[config.mk]
export PLATFORM = sky130hd
export DESIGN_NAME = operand2_imm_encoder
export DESIGN_NICKNAME = d
export VERILOG_FILES = /design/src/rtl/operand2_imm_encoder_pkg.sv /design/src/rtl/operand2_imm_encoder_rol_fit_check.sv /design/src/rtl/operand2_imm_encoder.sv
export SDC_FILE = /design/constraint.sdc
export NUM_CORES = 1
export LEC_CHECK = 0
export CORE_MARGIN = 5
export CORE_UTILIZATION = 59
export DETAILED_ROUTE_END_ITERATION = 10
export PLACE_DENSITY = 0.95
export SLEW_MARGIN = 15
export SYNTH_ARGS = -nofsm -noshare
export SYNTH_HDL_FRONTEND = slang
export SYNTH_HIERARCHICAL = 1
export SYNTH_SLANG_ARGS = --single-unit
[constraint.sdc]
create_clock -name clk -period 8.3 [get_ports clk]
set_input_delay 1.66 -clock clk [delete_from_list [all_inputs] [get_ports clk]]
set_output_delay 1.66 -clock clk [all_outputs]
set_load 0.03 [all_outputs]
[src/rtl/operand2_imm_encoder_pkg.sv]
// Shared types and field widths for the operand-2 immediate encoder.
package operand2_pkg;

    typedef enum logic {
        IDLE   = 1'b0,
        SEARCH = 1'b1
    } enc_state_t;

    localparam int ROT_STEPS = 16;
    localparam int ROT_W     = 4;
    localparam int IMM_W     = 8;
    localparam int SRC2_W    = 12;

endpackage

[src/rtl/operand2_imm_encoder_rol_fit_check.sv]
// Rotates a word left by 2*rot and reports whether the result fits in imm8.
module rol_fit_check
    import operand2_pkg::*;
(
    input  logic [31:0]      word,
    input  logic [ROT_W-1:0] rot,
    output logic             fit,
    output logic [IMM_W-1:0] imm8
);

    logic [4:0]  sh;
    logic [63:0] dbl;
    logic [31:0] rolled;

    // Doubling the word makes the upper half of the left shift a 32-bit rotate.
    always_comb begin
        sh     = {rot, 1'b0};
        dbl    = {word, word} << sh;
        rolled = dbl[63:32];
        fit    = (rolled[31:IMM_W] == '0);
        imm8   = rolled[IMM_W-1:0];
    end

endmodule

[src/rtl/operand2_imm_encoder.sv]
// Iterative search for a {rot, imm8} encoding of a 32-bit constant, one
// rotation per cycle, optionally retrying with the inverted constant.
module operand2_imm_encoder
    import operand2_pkg::*;
#(
    parameter logic ALLOW_INV = 1'b1
) (
    input  logic              clk,
    input  logic              rst_n,
    input  logic              start,
    input  logic [31:0]       value,
    output logic              busy,
    output logic              done,
    output logic              ok,
    output logic              inv,
    output logic [SRC2_W-1:0] src2
);

    enc_state_t       state;
    logic [31:0]      val_q;
    logic [ROT_W-1:0] rot_cnt;
    logic             phase;
    logic [31:0]      word_sel;
    logic             fit;
    logic [IMM_W-1:0] imm8;

    // Phase 1 tests the complemented constant for MVN-style encodings.
    always_comb begin
        word_sel = phase ? ~val_q : val_q;
    end

    rol_fit_check u_fit (
        .word (word_sel),
        .rot  (rot_cnt),
        .fit  (fit),
        .imm8 (imm8)
    );

    // Operand capture; only loaded on accept, so it needs no reset.
    always_ff @(posedge clk) begin
        if (state == IDLE && start) begin
            val_q <= value;
        end
    end

    // Search control: first hit in (phase, rot) order wins.
    always_ff @(posedge clk) begin
        if (!rst_n) begin
            state   <= IDLE;
            busy    <= 1'b0;
            done    <= 1'b0;
            ok      <= 1'b0;
            inv     <= 1'b0;
            src2    <= '0;
            rot_cnt <= '0;
            phase   <= 1'b0;
        end else begin
            done <= 1'b0;
            case (state)
                IDLE: begin
                    if (start) begin
                        rot_cnt <= '0;
                        phase   <= 1'b0;
                        busy    <= 1'b1;
                        ok      <= 1'b0;
                        inv     <= 1'b0;
                        src2    <= '0;
                        state   <= SEARCH;
                    end
                end
                SEARCH: begin
                    if (fit) begin
                        src2  <= {rot_cnt, imm8};
                        inv   <= phase;
                        ok    <= 1'b1;
                        done  <= 1'b1;
                        busy  <= 1'b0;
                        state <= IDLE;
                    end else if (rot_cnt != ROT_W'(ROT_STEPS - 1)) begin
                        rot_cnt <= rot_cnt + ROT_W'(1);
                    end else if (!phase && ALLOW_INV == 1'b1) begin
                        phase   <= 1'b1;
                        rot_cnt <= '0;
                    end else begin
                        ok    <= 1'b0;
                        inv   <= 1'b0;
                        src2  <= '0;
                        done  <= 1'b1;
                        busy  <= 1'b0;
                        state <= IDLE;
                    end
                end
                default: state <= IDLE;
            endcase
        end
    end

endmodule

### Word level (Yosys, flattened, before mapping)

Cells that the tools add are included.

| storage, ports and cells | value |
|---|---|
| flip-flop bits (word level) | 54 |
| word-level logic and storage cells | 58 |
| input bits | 35 |
| output and inout bits | 16 |

| operators by class | value |
|---|---|
| mux-type cells | 32 |
| shifts and indexed selects | 1 |
| $add $sub $neg | 1 |
| bitwise gates (word level) | 2 |
| reductions and logical operators | 6 |
| eq/ne operators | 7 |

Operators with widths:

| cell | number |
|---|---|
| $shl 64x5->64 | 1 |
| $mux 12 | 4 |
| $mux 32 | 1 |
| $not 32->32 | 1 |
| $logic_not 24->1 | 1 |
| $pmux 12 s2 | 1 |
| $mux 1 | 16 |
| $mux 4 | 4 |
| $pmux 1 s2 | 5 |
| $reduce_and 3->1 | 3 |
| $pmux 4 s2 | 1 |
| $ne 2x2->1 const B | 3 |
| $add 4x1->4 const B | 1 |
| $ne 4x4->1 const B | 1 |
| $ne 3x1->1 const B | 1 |
| $ne 3x2->1 const B | 1 |
| $ne 3x3->1 const B | 1 |
| $reduce_and 2->1 | 1 |
| $logic_and 1x1->1 | 1 |
| $not 1->1 | 1 |

### Longest topological paths before layout

| logic depth | value |
|---|---|
| depth after elaboration | 6 |
| depth in mapped cells | 13 |
| depth with buffers taken out | 10 |

### By module

The synthesis kept the hierarchy.

By module, submodules not included:

| module | area each (um^2) | cells each | instances | seq. area each (um^2) |
|---|---|---|---|---|
| operand2_imm_encoder | 2119.5 | 145 | 1 | 1401.3 |
| rol_fit_check | 1213.7 | 169 | 1 | 0.0 |

### Least setup slack after synthesis

OpenSTA, ideal clock, no wires.

| path | value |
|---|---|
| path type | reg-to-reg |
| start | register phase |
| end | register src2[10] |
| data arrival time | 2.961 ns |
| data required time | 8.183 ns |
| library setup time | 0.117 ns |
| path buffers | 3 |
| stages on the path, launching flop included | 12 |
| clock period less this slack | 3.079 ns |
| setup slack | 5.221 ns |
| cells stage by stage | dfxtp_1 -> buf_4 -> buf_2 -> xor2_1 -> mux4_2 -> or3_1 -> o32a_1 -> a221oi_2 -> nand2b_1 -> o22ai_4 -> buf_6 -> a32o_1 |

| on the way | value |
|---|---|
| word-level cells in the longest chain between the ends | 5 |
| elaborated cells on any way between the ends | 8 |
| classes of those cells | 2 x eq/ne; 1 x shift; 3 x mux; 2 x reduce/logical |

RTL lines:

| element | RTL line | source |
|---|---|---|
| from (decl) | operand2_imm_encoder.sv:22 | `logic phase;` |
| from (signal assigned) | operand2_imm_encoder.sv:56 | `phase <= 1'b0;` |
| from (signal assigned) | operand2_imm_encoder.sv:63 | `phase <= 1'b0;` |
| from (signal assigned) | operand2_imm_encoder.sv:82 | `phase <= 1'b1;` |
| $mux 32 * | operand2_imm_encoder.sv:29 | `word_sel = phase ? ~val_q : val_q;` |
| named net word_sel[5] | operand2_imm_encoder.sv:23 | `logic [31:0] word_sel;` |
| $shl 64x5->64 * | operand2_imm_encoder_rol_fit_check.sv:18 | `dbl = {word, word} << sh;` |
| $logic_not 24->1 * | operand2_imm_encoder_rol_fit_check.sv:20 | `fit = (rolled[31:IMM_W] == '0);` |
| named net fit | operand2_imm_encoder.sv:24 | `logic fit;` |
| $ne 3x3->1 (no source line) (tied with other cells) | -- |  |
| $reduce_and 3->1 (no source line) or $pmux 12 s2 (tied branches) | -- |  |
| to (signal assigned) | operand2_imm_encoder.sv:73 | `src2 <= {rot_cnt, imm8};` |
| to (decl) | operand2_imm_encoder.sv:16 | `output logic [SRC2_W-1:0] src2` |

Mark *: on every way through the listed nets, which the timed path passes. The rest lies on a longest branch.
A chain may end at the register's enable or synchronous reset.

### Final worst setup path

| path | value |
|---|---|
| start | register phase |
| end | register src2[8] |

The elaborated chain is that of the path after synthesis.

==> results.toml <==
[clock_network]
cts-root-buf = "clkbuf_8"
clk_pin_slew_ns = 0.10
postCtsHoldBufs = 0
clock-sinks = 54
cts_buffer_depth = 2
cts_buffers = 5
cts_max_level = 2
insertion_delay_ns = 0.31
cts_tree = "built"
cts_resized = 0
post_cts_buffers = 0

[logic_synthesis]
synth_area_per_cell_um2 = 10.6
synth_area_leader_cell = "edfxtp_1"
synth_ff_type = "edfxtp_1"
synth_top_area_share_pct = 28.8
yosysWarnings = 6
async_flop_share_pct = 0
ys_ff_latch = 54
synthTopCellsByCount = "edfxtp_1, xor2_1, mux2i_1"
synth_edf_count = 32
syn_area_um2 = 3330
syn_inst = 314
yosysSeqAreaShare_pct = 42.0
yosysUniqueCellTypes = 58
syn_nets = 350
ys_top_cells_by_area = "edfxtp_1, dfxtp_1, xor2_1, mux2i_1, mux4_2"

[sta]
fin_crit_sh_pct = 45.5
hold_viol_final = 0
setup_viol = 0
skew_ns = 0.00810
fmax_ghz = 0.265
worst_pin_slew_ns = 1.05
fin_crit_ns = 3.78
rsz0062_at_grt = "no"
slew_viol_final = 0
slew_headroom_pct = 29.4
fin_tns_setup_ns = 0

[detailed_routing]
wl_per_cell_um = 17.4
route.vias.total = 2782
drtIter0Drc = 468
firstDrtPassIters = 5
drc = 0
via_per_inst = 6.58
final_antenna_net_count = 0
drt-total-wl_um = 7360

[cells_and_area]
final_cell_area_um2 = 3920
drive_above_1_share_pct = 8.55
fin_nets = 386
n_antenna_cell = 0
synthToLayoutAreaGrowth_pct = 17.5
instances_no_fill = 423

[critical_path]
required_ns = 8.51
r2r_setup_slack_ns = 4.52
path_buf_inv = 0
cpLargestDelayFamily = "simple AND/OR/NAND/NOR gates"
arrival_ns = 3.99
max_stage_delay_ns = 0.96
critPathMaxFanout = 37
cp_cell_sequence = "xor2_1, or4_1, nor3_1, a31oi_1, a21oi_1, nand3_1, a221oi_2, nand2b_1, o22ai_4, a32o_1"
crit_type = "register to register"
cpMaxStageDelayCell = "dfxtp_2"
worstSetupStartpointType = "register"
end_kind = "register"

[hold_path]
hold_class = "register to register"

[pwr]
power_density_nw_per_um2 = 142
p_leak_nw = 1.38
peakVddDrop_mv = 0.121
netSwitchingFraction_pct = 26.3
netSwitchingPower_w = 0.000146
power.internal_w = 0.000409
p_comb_share_pct = 17.1
seq_power_share_pct = 55.3
clock_power_share_pct = 27.6

[run]
cap_violations = 0

[die]
io_pins = 51
rows = 27
die_x_um = 85.2
die_area_um2 = 7250
die_h_um = 85.2
coreArea_um2 = 5510
initial_core_util_pct = 60.5

[global_route]
antenna_found_initial = 0
grt_pass1_vias = 2539
grt_usage_pct = 20.4
overflow = 0
grt_pass1_wl_um = 12000
grt_max_degree = 48

[place]
hpwl_um = 5260
numPortBuffers = 50
place_congestion = 0.889
dp_cells = 415
place_area_um2 = 3820

[run_status]
status = "complete, no violations"
## kinds of logic (layout without fill, tap and decap cells)
family	count (synthesis)	count (layout)	synth area share, %
AND/OR/NAND/NOR	83	83	13.1
AO/OA/AOI/OAI	73	73	16.3
flip-flops	54	54	42.0
multiplexers	41	41	15.3
XOR/XNOR	32	32	8.41
buffers and inverters	30	67	4.54
adder cells (fa/ha/maj)	1	1	0.375
## through the flow
stage               setup slack, ns  util, %  power, W  hold WS, ns
finish                         4.52     71.1  0.000555        0.500
global route                   4.19     71.1  0.000579        0.524
detailed placement             4.62     69.3  0.000405        0.480
CTS                            4.57     71.1  0.000557        0.504
global placement               4.69     69.3  0.000402        0.464
floorplan                      5.22        -  0.000373        0.505
## flip-flops by register name, summed over array words and instances, names as in the netlist
| name | count |
|---|---|
| src2 | 12 |
| state | 1 |
| ok | 1 |
| val_q | 32 |
| busy | 1 |
| done | 1 |
| rot_cnt | 4 |
| phase | 1 |
| inv | 1 |
## worst paths after layout
path	start	cells past startpoint	end
max	phase$_SDFFE_PN0P_	10	src2[8]$_SDFFE_PN0P_
min	ok$_SDFFE_PN0P_	1	ok$_SDFFE_PN0P_
max reg2reg	phase$_SDFFE_PN0P_	10	src2[8]$_SDFFE_PN0P_
min reg2reg	ok$_SDFFE_PN0P_	1	ok$_SDFFE_PN0P_
## cell type report
class                           count  area (µm²)
Sequential cell                    54        1400
Timing Repair Buffer               53         523
Clock inverter                      2        15.0
Fill cell                         382        1590
Multi-Input combinational cell    230        1780
Inverter                            6        22.5
Clock buffer                        6        82.6
Tap cell                           72        90.1
## power groups by stage
| stage | clock (W) | combinational, W | sequential [W] |
|---|---|---|---|
| floorplan | 0 | 0.0000624 | 0.000310 |
| global placement | 0 | 0.0000893 | 0.000312 |
| detailed placement | 0 | 0.0000924 | 0.000313 |
| CTS | 0.000156 | 0.0000933 | 0.000307 |
| global route | 0.000168 | 0.000103 | 0.000309 |
| finish | 0.000154 | 0.0000950 | 0.000307 |
## layer usage
layer	wire (µm)	global-route usage, %
met1	2920	26.9
met2	3670	34.6
met3	603	2.72
met4	170	6.91
met5	0	0
## placed cells by master (no fill, tap or decap), drive strengths merged, types with 6 or more instances in the layout
master,Yosys,layout
clkbuf,7,6
inv,6,7
edfxtp,32,32
nor2,11,11
a21oi,14,14
nor3,11,11
xor2,32,32
o21ai,16,16
mux2i,27,27
nand3,6,6
mux4,7,7
mux2,7,7
a32o,13,13
dfxtp,22,22
clkdlybuf4s50,0,50
nand2,24,24
No activity file was read; power rests on OpenSTA's default activity.
